[config.mk]
export PLATFORM = sky130hd
export DESIGN_NAME = snoop_controller
export DESIGN_NICKNAME = d
export VERILOG_FILES = /design/src/rtl/coherence_pkg.sv /design/src/rtl/snoop_controller.sv
export SDC_FILE = /design/constraint.sdc
export NUM_CORES = 1
export LEC_CHECK = 0
export BUFFER_PORTS_ARGS = -buffer_cell sky130_fd_sc_hd__buf_2
export CAP_MARGIN = 20
export CORE_ASPECT_RATIO = 0.75
export CORE_MARGIN = 2
export CORE_UTILIZATION = 52
export CTS_BUF_LIST = sky130_fd_sc_hd__clkbuf_8
export CTS_CLUSTER_DIAMETER = 150
export DETAILED_ROUTE_END_ITERATION = 8
export PLACE_DENSITY_LB_ADDON = 0.05
export SLEW_MARGIN = 20
export SYNTH_ARGS = -nofsm -noshare
export SYNTH_HDL_FRONTEND = slang
export SYNTH_SLANG_ARGS = --single-unit
[constraint.sdc]
create_clock -name clock -period 4.3 [get_ports clock]
set_input_delay 0.215 -clock clock [delete_from_list [all_inputs] [get_ports clock]]
set_output_delay 0.215 -clock clock [all_outputs]
set_load 0.01 [all_outputs]
[src/rtl/coherence_pkg.sv]
// Shared MSI coherence encodings and the snoop responder FSM state type.
package coherence_pkg;

    localparam logic [1:0] STATE_I = 2'b00;
    localparam logic [1:0] STATE_S = 2'b01;
    localparam logic [1:0] STATE_M = 2'b10;

    localparam logic [1:0] OP_NONE       = 2'b00;
    localparam logic [1:0] OP_READ_MISS  = 2'b01;
    localparam logic [1:0] OP_WRITE_MISS = 2'b10;
    localparam logic [1:0] OP_INVALIDATE = 2'b11;

    typedef enum logic [2:0] {
        ST_IDLE      = 3'd0,
        ST_LOOKUP    = 3'd1,
        ST_WRITEBACK = 3'd2,
        ST_UPDATE    = 3'd3,
        ST_DONE      = 3'd4
    } snoop_fsm_t;

    // The reserved encoding 2'b11 counts as invalid.
    function automatic logic is_valid_state(input logic [1:0] state);
        return (state == STATE_S) || (state == STATE_M);
    endfunction

endpackage

[src/rtl/snoop_controller.sv]
// MSI snoop responder for a single cache line: looks up a snooped bus op,
// writes back Modified data if needed, then downgrades/invalidates the line.
//
// state     | meaning
// IDLE      | ready for a bus transaction
// LOOKUP    | snapshot line, decide hit and action
// WRITEBACK | hold writeback request until wb_ack
// UPDATE    | one-cycle line write with the new state
// DONE      | one-cycle completion pulse with hit/protocol_error
module snoop_controller
    import coherence_pkg::*;
#(
    parameter int ADDR_W = 3,
    parameter int DATA_W = 4
) (
    input  logic              clock,
    input  logic              reset,
    input  logic              bus_valid,
    input  logic [1:0]        bus_op,
    input  logic [ADDR_W-1:0] bus_address,
    output logic              bus_ready,
    input  logic [1:0]        line_state,
    input  logic [ADDR_W-1:0] line_address,
    input  logic [DATA_W-1:0] line_data,
    output logic              line_write,
    output logic [1:0]        line_state_out,
    output logic [ADDR_W-1:0] line_address_out,
    output logic [DATA_W-1:0] line_data_out,
    output logic              wb_valid,
    output logic [ADDR_W-1:0] wb_address,
    output logic [DATA_W-1:0] wb_data,
    input  logic              wb_ack,
    output logic              done,
    output logic              hit,
    output logic              protocol_error
);

    snoop_fsm_t        r_state;
    snoop_fsm_t        w_next;
    logic [1:0]        r_op;
    logic [ADDR_W-1:0] r_bus_addr;
    logic [ADDR_W-1:0] r_snap_addr;
    logic [DATA_W-1:0] r_snap_data;
    logic [1:0]        r_new_state;
    logic              r_hit;
    logic              r_perr;

    logic              w_match;
    logic              w_hit;
    logic              w_perr;
    logic [1:0]        w_new_state;

    assign w_match = is_valid_state(line_state) && (line_address == r_bus_addr);

    always_comb begin
        w_next      = r_state;
        w_hit       = 1'b0;
        w_perr      = 1'b0;
        w_new_state = STATE_I;
        unique case (r_state)
            ST_IDLE: begin
                if (bus_valid) begin
                    w_next = ST_LOOKUP;
                end
            end
            ST_LOOKUP: begin
                w_next = ST_DONE;
                if (w_match && (r_op != OP_NONE)) begin
                    w_hit = 1'b1;
                    case (r_op)
                        OP_READ_MISS: begin
                            if (line_state == STATE_M) begin
                                w_next      = ST_WRITEBACK;
                                w_new_state = STATE_S;
                            end
                        end
                        OP_WRITE_MISS: begin
                            w_next      = (line_state == STATE_M) ? ST_WRITEBACK : ST_UPDATE;
                            w_new_state = STATE_I;
                        end
                        OP_INVALIDATE: begin
                            // A Modified line here means another cache wrote without owning it.
                            w_next      = ST_UPDATE;
                            w_new_state = STATE_I;
                            w_perr      = (line_state == STATE_M);
                        end
                        default: begin
                            w_next = ST_DONE;
                        end
                    endcase
                end
            end
            ST_WRITEBACK: begin
                if (wb_ack) begin
                    w_next = ST_UPDATE;
                end
            end
            ST_UPDATE: begin
                w_next = ST_DONE;
            end
            ST_DONE: begin
                w_next = ST_IDLE;
            end
            default: begin
                w_next = ST_IDLE;
            end
        endcase
    end

    always_ff @(posedge clock or posedge reset) begin
        if (reset) begin
            r_state <= ST_IDLE;
        end else begin
            r_state <= w_next;
        end
    end

    always_ff @(posedge clock or posedge reset) begin
        if (reset) begin
            r_op        <= OP_NONE;
            r_bus_addr  <= '0;
            r_snap_addr <= '0;
            r_snap_data <= '0;
            r_new_state <= STATE_I;
            r_hit       <= 1'b0;
            r_perr      <= 1'b0;
        end else begin
            if (r_state == ST_IDLE && bus_valid) begin
                r_op       <= bus_op;
                r_bus_addr <= bus_address;
            end
            // Line inputs are only trusted here; later changes must not leak into writeback.
            if (r_state == ST_LOOKUP) begin
                r_snap_addr <= line_address;
                r_snap_data <= line_data;
                r_new_state <= w_new_state;
                r_hit       <= w_hit;
                r_perr      <= w_perr;
            end
        end
    end

    assign bus_ready        = (r_state == ST_IDLE);
    assign wb_valid         = (r_state == ST_WRITEBACK);
    assign wb_address       = r_snap_addr;
    assign wb_data          = r_snap_data;
    assign line_write       = (r_state == ST_UPDATE);
    assign line_state_out   = r_new_state;
    assign line_address_out = r_snap_addr;
    assign line_data_out    = r_snap_data;
    assign done             = (r_state == ST_DONE);
    assign hit              = (r_state == ST_DONE) && r_hit;
    assign protocol_error   = (r_state == ST_DONE) && r_perr;

endmodule

==> impl_metrics.py, run 1 <==
metrics = {
    "setup_path": {
        "reg2reg_from": "r_state[0]$_DFFE_PP0P_",
        "start_kind": "register",
        "path_class": "register to primary output",
        "ff2ff_setup_slack_ns": 2.79,
        "reg2reg_depth": 3,
        "arrival_ns": 1.36,
        "cp_data_required_time_ns": 4.09,
        "cp_max_fo": 6,
        "crit_path_end_kind": "primary output",
        "worstReg2RegEnd": "line_address_out[0]$_DFFE_PP0P_",
    },
    "synth": {
        "yosys.area.top_type_share": 0.488,
        "synth_edf_count": 0,
        "synthTopCellsByArea": "dfrtp_1 49%, nand2_1 11%, buf_4 8.1%",
        "synthDistinctLibCells": 28,
        "async_reset_ff_frac": 1.00,
        "yosys.cell_count.top_type": "nand2_1",
        "synth_area_sq_um": 922,
        "synth_area_leader_cell": "dfrtp_1",
        "yosys_warnings": 0,
        "synth_seq_area_share": 0.488,
        "synth_common_cells": "26 x nand2_1, 18 x dfrtp_1, 10 x buf_4",
        "syn_area_per_cell_sq_um": 9.81,
        "synthCells": 94,
        "synth_nets": 113,
        "synth_flop_cell": "dfrtp_1",
        "ys_seq_elements": 18,
    },
    "grt": {
        "grt_overflow_total": 0,
        "grt_pass1_vias": 646,
        "grt_pass1_wl_microns": 2790,
        "grt_max_degree": 19,
        "grt_usage": 0.188,
        "antenna_found_initial": 0,
    },
    "pwr": {
        "p_comb_frac": 0.411,
        "p_clk_frac": 0.183,
        "ir_drop_mv": 0.512,
        "power_density_nw_per_um2": 671,
        "leakage_nw": 0.602,
        "p_int_mw": 0.464,
        "switching_share": 0.378,
        "switchingPower_mw": 0.282,
        "p_seq_frac": 0.405,
    },
    "clocking": {
        "post_cts.repair.setup_buffers": 0,
        "cts_tree": "yes",
        "clkTransAtPathRegs_ns": 0.07,
        "cts-htree-levels": 1,
        "clk_latency_ns": 0.25,
        "cts_hold_buffers": 0,
        "ctsResizeCount": 0,
        "cts_buffers": 3,
        "cts_root_buffer": "clkbuf_8",
        "cts_max_path_buffers": 2,
        "cts_sinks": 18,
    },
    "sta": {
        "finalCriticalPeriod_ns": 1.57,
        "period_share": 0.366,
        "hold_viol": 0,
        "report.final.setup_viol": 0,
        "slew_headroom": 0.419,
        "worst_pin_slew_ns": 0.869,
        "max_freq_mhz": 635,
        "skew_ns": 0.00145,
        "rsz0062_at_grt": "false",
        "final-max-slew-violation-count": 0,
        "worst_hold_slack_ns": 0.0534,
        "tns_ns": 0,
    },
    "floorplanning": {
        "die_h_microns": 40.5,
        "die_area_sq_um": 2130,
        "ios": 40,
        "num_rows": 13,
        "start_util": 0.540,
        "die-width_microns": 52.6,
        "core_area_sq_um": 1710,
    },
    "route": {
        "drt_first_pass_iters": 2,
        "ant_nets": 0,
        "wl_microns": 1720,
        "routedWlPerCell_microns": 11.8,
        "highest_layer": "met4",
        "wl_met3_microns": 100,
        "drtIter0Drc": 3,
        "wl_met1_microns": 782,
        "met2WireLength_microns": 822,
        "via_count": 727,
        "drc": 0,
        "vias_per_cell": 4.98,
    },
    "cells_and_area": {
        "final_nets": 144,
        "area_growth_pct": 20.5,
        "final_cells": 146,
        "final_cell_area_sq_um": 1110,
        "nFillCells": 156,
        "ff_latch_area_sq_um": 450,
        "antenna_cells": 0,
        "multi_input_area_sq_um": 373,
        "drive_gt1_frac": 0.411,
    },
    "placement": {
        "place_hpwl_microns": 1320,
        "place_area_sq_um": 1060,
        "dp_cells": 142,
        "port_buffers": 38,
        "place.gp.congestion": 0.813,
    },
    "min_path": {
        "worst_hold_path_type": "input pin to asynchronous set/reset pin",
    },
    "flow_run": {
        "maxCapViolations": 0,
    },
    "outcome": {
        "outcome": "finished, final reports clean",
    },
}
==> logic make-up (layout without fill, tap and decap cells) <==
family / Yosys count / in the layout / share of synthesized area
and+or+nand+nor: 40 / 40 / 0.205
DFF: 18 / 18 / 0.488
buffers and inverters: 16 / 46 / 0.107
AOI/OAI and AO/OA: 10 / 10 / 0.0923
muxes: 5 / 5 / 0.0611
xor gates and xnor gates: 3 / 3 / 0.0285
adders and majority gates: 1 / 1 / 0.0136
other: 1 / 1 / 0.00407
==> sequential cells by signal, summed over array words and instances (netlist names) <==
register and cells:
line_address_out 3, line_data_out 4, line_state_out 1, r_bus_addr 3, r_hit 1, r_op 2
r_perr 1, r_state 3
==> worst max-delay path by stage <==
stage	from	to	slack (ns)	depth (start not counted)
finish	r_state[2]$_DFFE_PP0P_	protocol_error	2.73	4
global placement	line_state[0]	r_state[2]$_DFFE_PP0P_	2.81	6
global route	r_state[0]$_DFFE_PP0P_	line_address_out[0]$_DFFE_PP0P_	2.61	3
CTS	r_state[2]$_DFFE_PP0P_	protocol_error	2.71	4
floorplan	r_state[1]$_DFFE_PP0P_	r_bus_addr[0]$_DFFE_PP0P_	2.92	5
detailed placement	line_state[0]	r_state[2]$_DFFE_PP0P_	2.75	6
==> cell type report <==
class / count / area share
flip-flops and latches: 18 / 0.405
repair buffers: 38 / 0.171
well taps: 22 / 0.0248
clock buffers: 4 / 0.0495
inverters: 4 / 0.0135
multi-input cells: 60 / 0.336
==> power by group through the flow <==
stage | registers (mW) | clock network (mW) | logic, mW
floorplan | 0.303 | 0 | 0.248
global placement | 0.304 | 0 | 0.303
detailed placement | 0.306 | 0 | 0.311
CTS | 0.303 | 0.140 | 0.312
global route | 0.316 | 0.147 | 0.342
finish | 0.302 | 0.137 | 0.307
==> critical path, stage by stage (launching register included) <==
cell and delay [ns]:
dfrtp_1 0.43, inv_1 0.10, nor3_1 0.28, and2_1 0.17
buf_2 0.12
==> placed cells by master (no fill, tap or decap), drive strengths merged, types with 2 or more instances in the layout <==
| cell | n |
|---|---|
| buf | 38 |
| nand2 | 26 |
| dfrtp | 18 |
| mux2 | 5 |
| inv | 4 |
| clkbuf | 4 |
| and2 | 3 |
| xnor2 | 3 |
| nor2b | 3 |
| nand4 | 2 |
| nor3 | 2 |
| o31ai | 2 |
==> layer usage <==
metal | GRT usage | vias up
li1 | - | 364
met1 | 0.227 | 338
met2 | 0.331 | 23
met3 | 0.0560 | 2
met4 | 0.0577 | 0
met5 | 0 | -
==> stage by stage <==
| step | util | setup slack (ns) | power, mW |
|---|---|---|---|
| 2_1_floorplan | - | 2.92 | 0.551 |
| 3_3_place_gp | 0.618 | 2.81 | 0.606 |
| 3_5_place_dp | 0.618 | 2.75 | 0.617 |
| 4_1_cts | 0.651 | 2.71 | 0.756 |
| 5_1_grt | 0.651 | 2.61 | 0.804 |
| 6_report | 0.651 | 2.73 | 0.746 |
Power figures use the tool's default switching activity.
==> run 2: changes to the inputs <==
--- a/config.mk
+++ b/config.mk
@@ -9,7 +9,7 @@
 export CAP_MARGIN = 20
 export CORE_ASPECT_RATIO = 0.75
 export CORE_MARGIN = 2
-export CORE_UTILIZATION = 52
+export CORE_UTILIZATION = 48
 export CTS_BUF_LIST = sky130_fd_sc_hd__clkbuf_8
 export CTS_CLUSTER_DIAMETER = 150
 export DETAILED_ROUTE_END_ITERATION = 8
==> constraint.sdc (replaced) <==
create_clock -name clock -period 1.45 [get_ports clock]
set_input_delay 0.0725 -clock clock [delete_from_list [all_inputs] [get_ports clock]]
set_output_delay 0.0725 -clock clock [all_outputs]
set_load 0.01 [all_outputs]
==> impl_metrics.py, run 2 (synthesis gave the netlist of run 1 again) <==
metrics = {
    "route": {
        "wl_microns": 1880,
        "drtIter0Drc": 12,
        "via_count": 757,
        "drc": 0,
        "routedWlPerCell_microns": 12.4,
        "vias_per_cell": 5.01,
        "ant_nets": 0,
        "drt_first_pass_iters": 4,
    },
    "pwr": {
        "p_comb_frac": 0.447,
        "switching_share": 0.385,
        "power_density_nw_per_um2": 1930,
        "leakage_nw": 0.625,
        "p_seq_frac": 0.397,
        "p_int_mw": 1.37,
        "switchingPower_mw": 0.861,
        "ir_drop_mv": 1.21,
        "p_clk_frac": 0.155,
    },
    "cells_and_area": {
        "final_common_cell": "buf_2",
        "final_nets": 150,
        "area_growth_pct": 25.8,
        "nFillCells": 169,
        "largest_reg_flops": 4,
        "drive_gt1_frac": 0.426,
        "mostFrequentLayoutCells": "38 x buf_2, 26 x nand2_1, 18 x dfrtp_1",
        "final_cells": 151,
        "antenna_cells": 0,
    },
    "clocking": {
        "clkTransAtPathRegs_ns": 0.07,
        "cts_max_path_buffers": 2,
        "cts_sinks": 18,
        "cts_buffers": 3,
        "cts_tree": "yes",
        "clk_latency_ns": 0.25,
        "post_cts.repair.setup_buffers": 0,
        "cts_root_buffer": "clkbuf_8",
        "cts-htree-levels": 1,
    },
    "floorplanning": {
        "die_area_sq_um": 2290,
        "die-width_microns": 54.6,
        "start_util": 0.520,
        "core_area_sq_um": 1770,
        "num_rows": 13,
        "ios": 40,
        "die_h_microns": 42.0,
    },
    "placement": {
        "place.gp.congestion": 0.790,
        "place_hpwl_microns": 1450,
        "dp_cells": 146,
        "port_buffers": 38,
    },
    "grt": {
        "grt_overflow_total": 0,
        "grt_usage": 0.192,
        "antenna_found_initial": 0,
        "grt_max_degree": 19,
        "grt_pass1_wl_microns": 3070,
        "grt_pass1_vias": 695,
    },
    "setup_path": {
        "crit_path_end_kind": "register",
        "reg2reg_from": "r_state[1]$_DFFE_PP0P_",
        "start_kind": "register",
        "slowest_delay_ns": 0.49,
        "path_class": "register to register",
        "crit_buf_inv": 0,
        "worstReg2RegEnd": "line_state_out[0]$_DFFE_PP0P_",
        "cp_slowest_cell": "or3b_4",
        "reg2reg_depth": 2,
        "cp_data_required_time_ns": 1.60,
        "cp_max_fo": 14,
        "arrival_ns": 1.53,
        "path_cells": "or3b_4 > o41ai_2",
        "path_delay_family": "simple AND/OR/NAND/NOR gates",
        "ff2ff_setup_slack_ns": 0.08,
    },
    "sta": {
        "final-max-slew-violation-count": 0,
        "finalCriticalPeriod_ns": 1.37,
        "rsz0062_at_grt": "true",
        "skew_ns": 0.00413,
        "worst_hold_slack_ns": 0.0100,
        "report.final.setup_viol": 0,
        "hold_viol": 0,
        "period_share": 0.947,
        "max_freq_mhz": 728,
    },
    "min_path": {
        "worst_hold_path_type": "input pin to register",
        "min-delay-start": "line_data[3]",
        "min_path_cells": 3,
        "hold_end": "line_data_out[3]$_DFFE_PP0P_",
    },
    "flow_run": {
        "maxCapViolations": 0,
    },
    "outcome": {
        "outcome": "finished, final reports clean",
    },
}
## run 2: worst max path at each step
| stage | start | endpoint | slack [ns] | depth (start not counted) |
|---|---|---|---|---|
| floorplan | r_state[1]$_DFFE_PP0P_ | r_bus_addr[0]$_DFFE_PP0P_ | 0.07 | 5 |
| global placement | line_state[0] | r_state[2]$_DFFE_PP0P_ | 0.09 | 6 |
| detailed placement | line_state[0] | r_state[2]$_DFFE_PP0P_ | 0.07 | 6 |
| CTS | r_state[0]$_DFFE_PP0P_ | protocol_error | 0.06 | 4 |
| global route | r_bus_addr[1]$_DFFE_PP0P_ | r_state[0]$_DFFE_PP0P_ | -0.006 | 3 |
| finish | r_state[1]$_DFFE_PP0P_ | line_state_out[0]$_DFFE_PP0P_ | 0.08 | 2 |
## run 2: what timing repair did
| item | CTS | global route |
|---|---|---|
| endpoints found under the hold margin | 19 | 0 |
| pin swaps | 0 | 0 |
| endpoints found under the setup margin | 2 | 3 |
| gates resized for setup | 1 | 2 |
| hold buffers | 2 | 0 |
## run 2: layout make-up
class,count,area (sq um),share of cell area
Sequential cell,18,450,0.388
Timing Repair Buffer,44,240,0.207
Inverter,4,15.0,0.0129
Clock buffer,3,41.3,0.0356
Multi-Input combinational cell,60,385,0.332
Tap cell,22,27.5,0.0237
## run 2: power by group through the flow
stage | registers [mW] | clock network [mW] | logic (mW)
after global routing | 0.920 | 0.372 | 1.12
final | 0.887 | 0.347 | 1.00
after detailed placement | 0.895 | 0 | 0.978
after global placement | 0.883 | 0 | 0.960
after CTS | 0.887 | 0.358 | 0.991
after floorplan | 0.900 | 0 | 0.734
## run 2: worst register-to-register path, cell delays in order (launching register included)
cell and delay [ns]:
dfrtp_1 0.46, or3b_4 0.49, o41ai_2 0.32
## run 2: through the flow
step / cell area (sq um) / total power, mW / utilization / setup WS (ns) / setup TNS [ns]
2_1_floorplan: 922 / 1.63 / - / 0.0732 / 0
3_3_place_gp: 1090 / 1.84 / 0.613 / 0.0933 / 0
3_5_place_dp: 1090 / 1.87 / 0.613 / 0.0656 / 0
4_1_cts: 1150 / 2.24 / 0.650 / 0.0620 / 0
5_1_grt: 1160 / 2.41 / 0.654 / -0.00592 / -0.00911
6_report: 1160 / 2.23 / 0.654 / 0.0766 / 0
## run 2: routing by layer
layer	up-vias	global-route usage	routed length, microns
met5	-	0	0
met4	0	0.0750	28
met3	4	0.0755	118
met2	23	0.307	919
met1	359	0.225	809
li1	371	-	-
==> run 3: changes to the inputs <==
--- a/config.mk
+++ b/config.mk
@@ -14,6 +14,7 @@
 export CTS_CLUSTER_DIAMETER = 150
 export DETAILED_ROUTE_END_ITERATION = 8
 export PLACE_DENSITY_LB_ADDON = 0.05
+export RECOVER_POWER = 50
 export SLEW_MARGIN = 20
 export SYNTH_ARGS = -nofsm -noshare
 export SYNTH_HDL_FRONTEND = slang
==> constraint.sdc (replaced) <==
create_clock -name clock -period 1.45 [get_ports clock]
set_input_delay 0.145 -clock clock [delete_from_list [all_inputs] [get_ports clock]]
set_output_delay 0.145 -clock clock [all_outputs]
set_load 0.01 [all_outputs]
==> impl_metrics.py, run 3 (synthesis gave the netlist of run 1 again) <==
metrics = {
    "outcome": {
        "outcome": "finished, final reports clean",
    },
    "setup_path": {
        "cp_max_fo": 6,
        "start_kind": "register",
        "slowest_delay_ns": 0.47,
        "cp_slowest_cell": "dfrtp_1",
        "crit_start": "r_state[1]$_DFFE_PP0P_",
        "crit_path_end_kind": "register",
        "path_cells": "nor2b_2 > and2_1 > mux2_2",
        "reg2reg_from": "r_state[1]$_DFFE_PP0P_",
        "cp_data_required_time_ns": 1.59,
        "path_class": "register to register",
        "arrival_ns": 1.56,
    },
    "route": {
        "vias_per_cell": 5.10,
        "wl_microns": 1970,
        "via_count": 770,
        "routedWlPerCell_microns": 13.1,
        "drt_first_pass_iters": 4,
        "ant_nets": 0,
        "drc": 0,
        "drtIter0Drc": 10,
    },
    "cells_and_area": {
        "final_cells": 151,
        "final_cell_area_sq_um": 1160,
        "antenna_cells": 0,
        "nFillCells": 154,
        "mostFrequentLayoutCells": "31 x buf_2, 26 x nand2_1, 18 x dfrtp_1",
        "area_growth_pct": 25.4,
        "largest_reg_flops": 4,
        "post-route-util": 0.652,
        "final_nets": 149,
        "drive_gt1_frac": 0.388,
        "final_common_cell": "buf_2",
    },
    "placement": {
        "place_hpwl_microns": 1490,
        "pre_cts_slack_ns": -0.0227,
        "port_buffers": 38,
        "place_area_sq_um": 1090,
        "dp_cells": 146,
        "place.gp.congestion": 0.792,
    },
    "sta": {
        "period_share": 0.980,
        "tns_ns": 0,
        "skew_ns": 0.00174,
        "rsz0062_at_grt": "true",
        "max_freq_mhz": 704,
        "worst_hold_slack_ns": 0.0808,
        "hold_viol": 0,
        "final-max-slew-violation-count": 0,
        "finalCriticalPeriod_ns": 1.42,
        "setup_ws_ns": 0.0287,
        "report.final.setup_viol": 0,
    },
    "pwr": {
        "p_clk_frac": 0.176,
        "leakage_nw": 0.605,
        "ir_drop_mv": 1.29,
        "p_int_mw": 1.41,
        "switching_share": 0.387,
        "power_mw": 2.31,
        "switchingPower_mw": 0.894,
        "p_comb_frac": 0.436,
        "p_seq_frac": 0.389,
        "power_density_nw_per_um2": 2000,
    },
    "clocking": {
        "cts_tree": "yes",
        "post_cts.repair.setup_buffers": 0,
        "cts_sinks": 18,
        "cts_root_buffer": "clkbuf_8",
        "cts_buffers": 3,
        "cts_max_path_buffers": 2,
        "clk_latency_ns": 0.25,
        "clkTransAtPathRegs_ns": 0.07,
        "cts-htree-levels": 1,
    },
    "min_path": {
        "worst_hold_path_type": "input pin to register",
        "min-delay-start": "line_data[2]",
    },
    "floorplanning": {
        "num_rows": 13,
        "die_area_sq_um": 2290,
        "die_h_microns": 42.0,
        "die-width_microns": 54.6,
        "core_area_sq_um": 1770,
        "ios": 40,
        "start_util": 0.520,
    },
    "grt": {
        "grt_usage": 0.200,
        "grt_max_degree": 19,
        "antenna_found_initial": 0,
        "grt_pass1_vias": 697,
        "grt_pass1_wl_microns": 3160,
        "grt_overflow_total": 0,
    },
    "flow_run": {
        "maxCapViolations": 0,
    },
}
run 3: changes by cell type in the layout (fill, tap and decap cells not counted), sizes merged:
cell,change
dlygate4sd3,-1
clkbuf,+9
buf,-8
run 3: area by class of cell:
class / count / area, sq um / area share
flip-flops and latches: 18 / 450 / 0.390
multi-input cells: 60 / 385 / 0.333
repair buffers: 43 / 223 / 0.193
inverters: 4 / 15.0 / 0.0130
clock buffers: 4 / 55.1 / 0.0476
well taps: 22 / 27.5 / 0.0238
run 3: worst max-delay path, delay by kind of cell, from the launching register on:
| family | cells | cell delay (ns) |
|---|---|---|
| multiplexers | 1 | 0.39 |
| AND/OR/NAND/NOR | 2 | 0.45 |
| flip-flops | 1 | 0.47 |
run 3: worst paths after layout:
kind	to	cells after the start	slack, ns
max	r_op[0]$_DFFE_PP0P_	3	0.03
min	line_data_out[2]$_DFFE_PP0P_	3	0.08
max reg2reg	r_op[0]$_DFFE_PP0P_	3	0.03
min reg2reg	line_state_out[0]$_DFFE_PP0P_	2	0.49
max in group asynchronous	line_data_out[1]$_DFFE_PP0P_	4	0.61
min in group asynchronous	r_op[0]$_DFFE_PP0P_	4	0.54
run 3: per-layer routing:
layer | GRT usage | routed length [microns]
met5 | 0 | 0
met3 | 0.0647 | 121
met4 | 0.0450 | 31
met2 | 0.343 | 1010
met1 | 0.237 | 808
run 3: timing repair:
item                       in CTS  in global routing
hold buffers                    1                  0
hold endpoints to repair       18                  0
setup endpoints to repair       2                  3
gates resized for setup         1                  4
run 3: power groups by stage:
stage | Combinational (mW) | Clock (mW) | Sequential, mW
finish | 1.01 | 0.405 | 0.897
global route | 1.13 | 0.434 | 0.931
CTS | 1.01 | 0.417 | 0.894
detailed placement | 0.989 | 0 | 0.899
global placement | 0.958 | 0 | 0.885
floorplan | 0.734 | 0 | 0.900
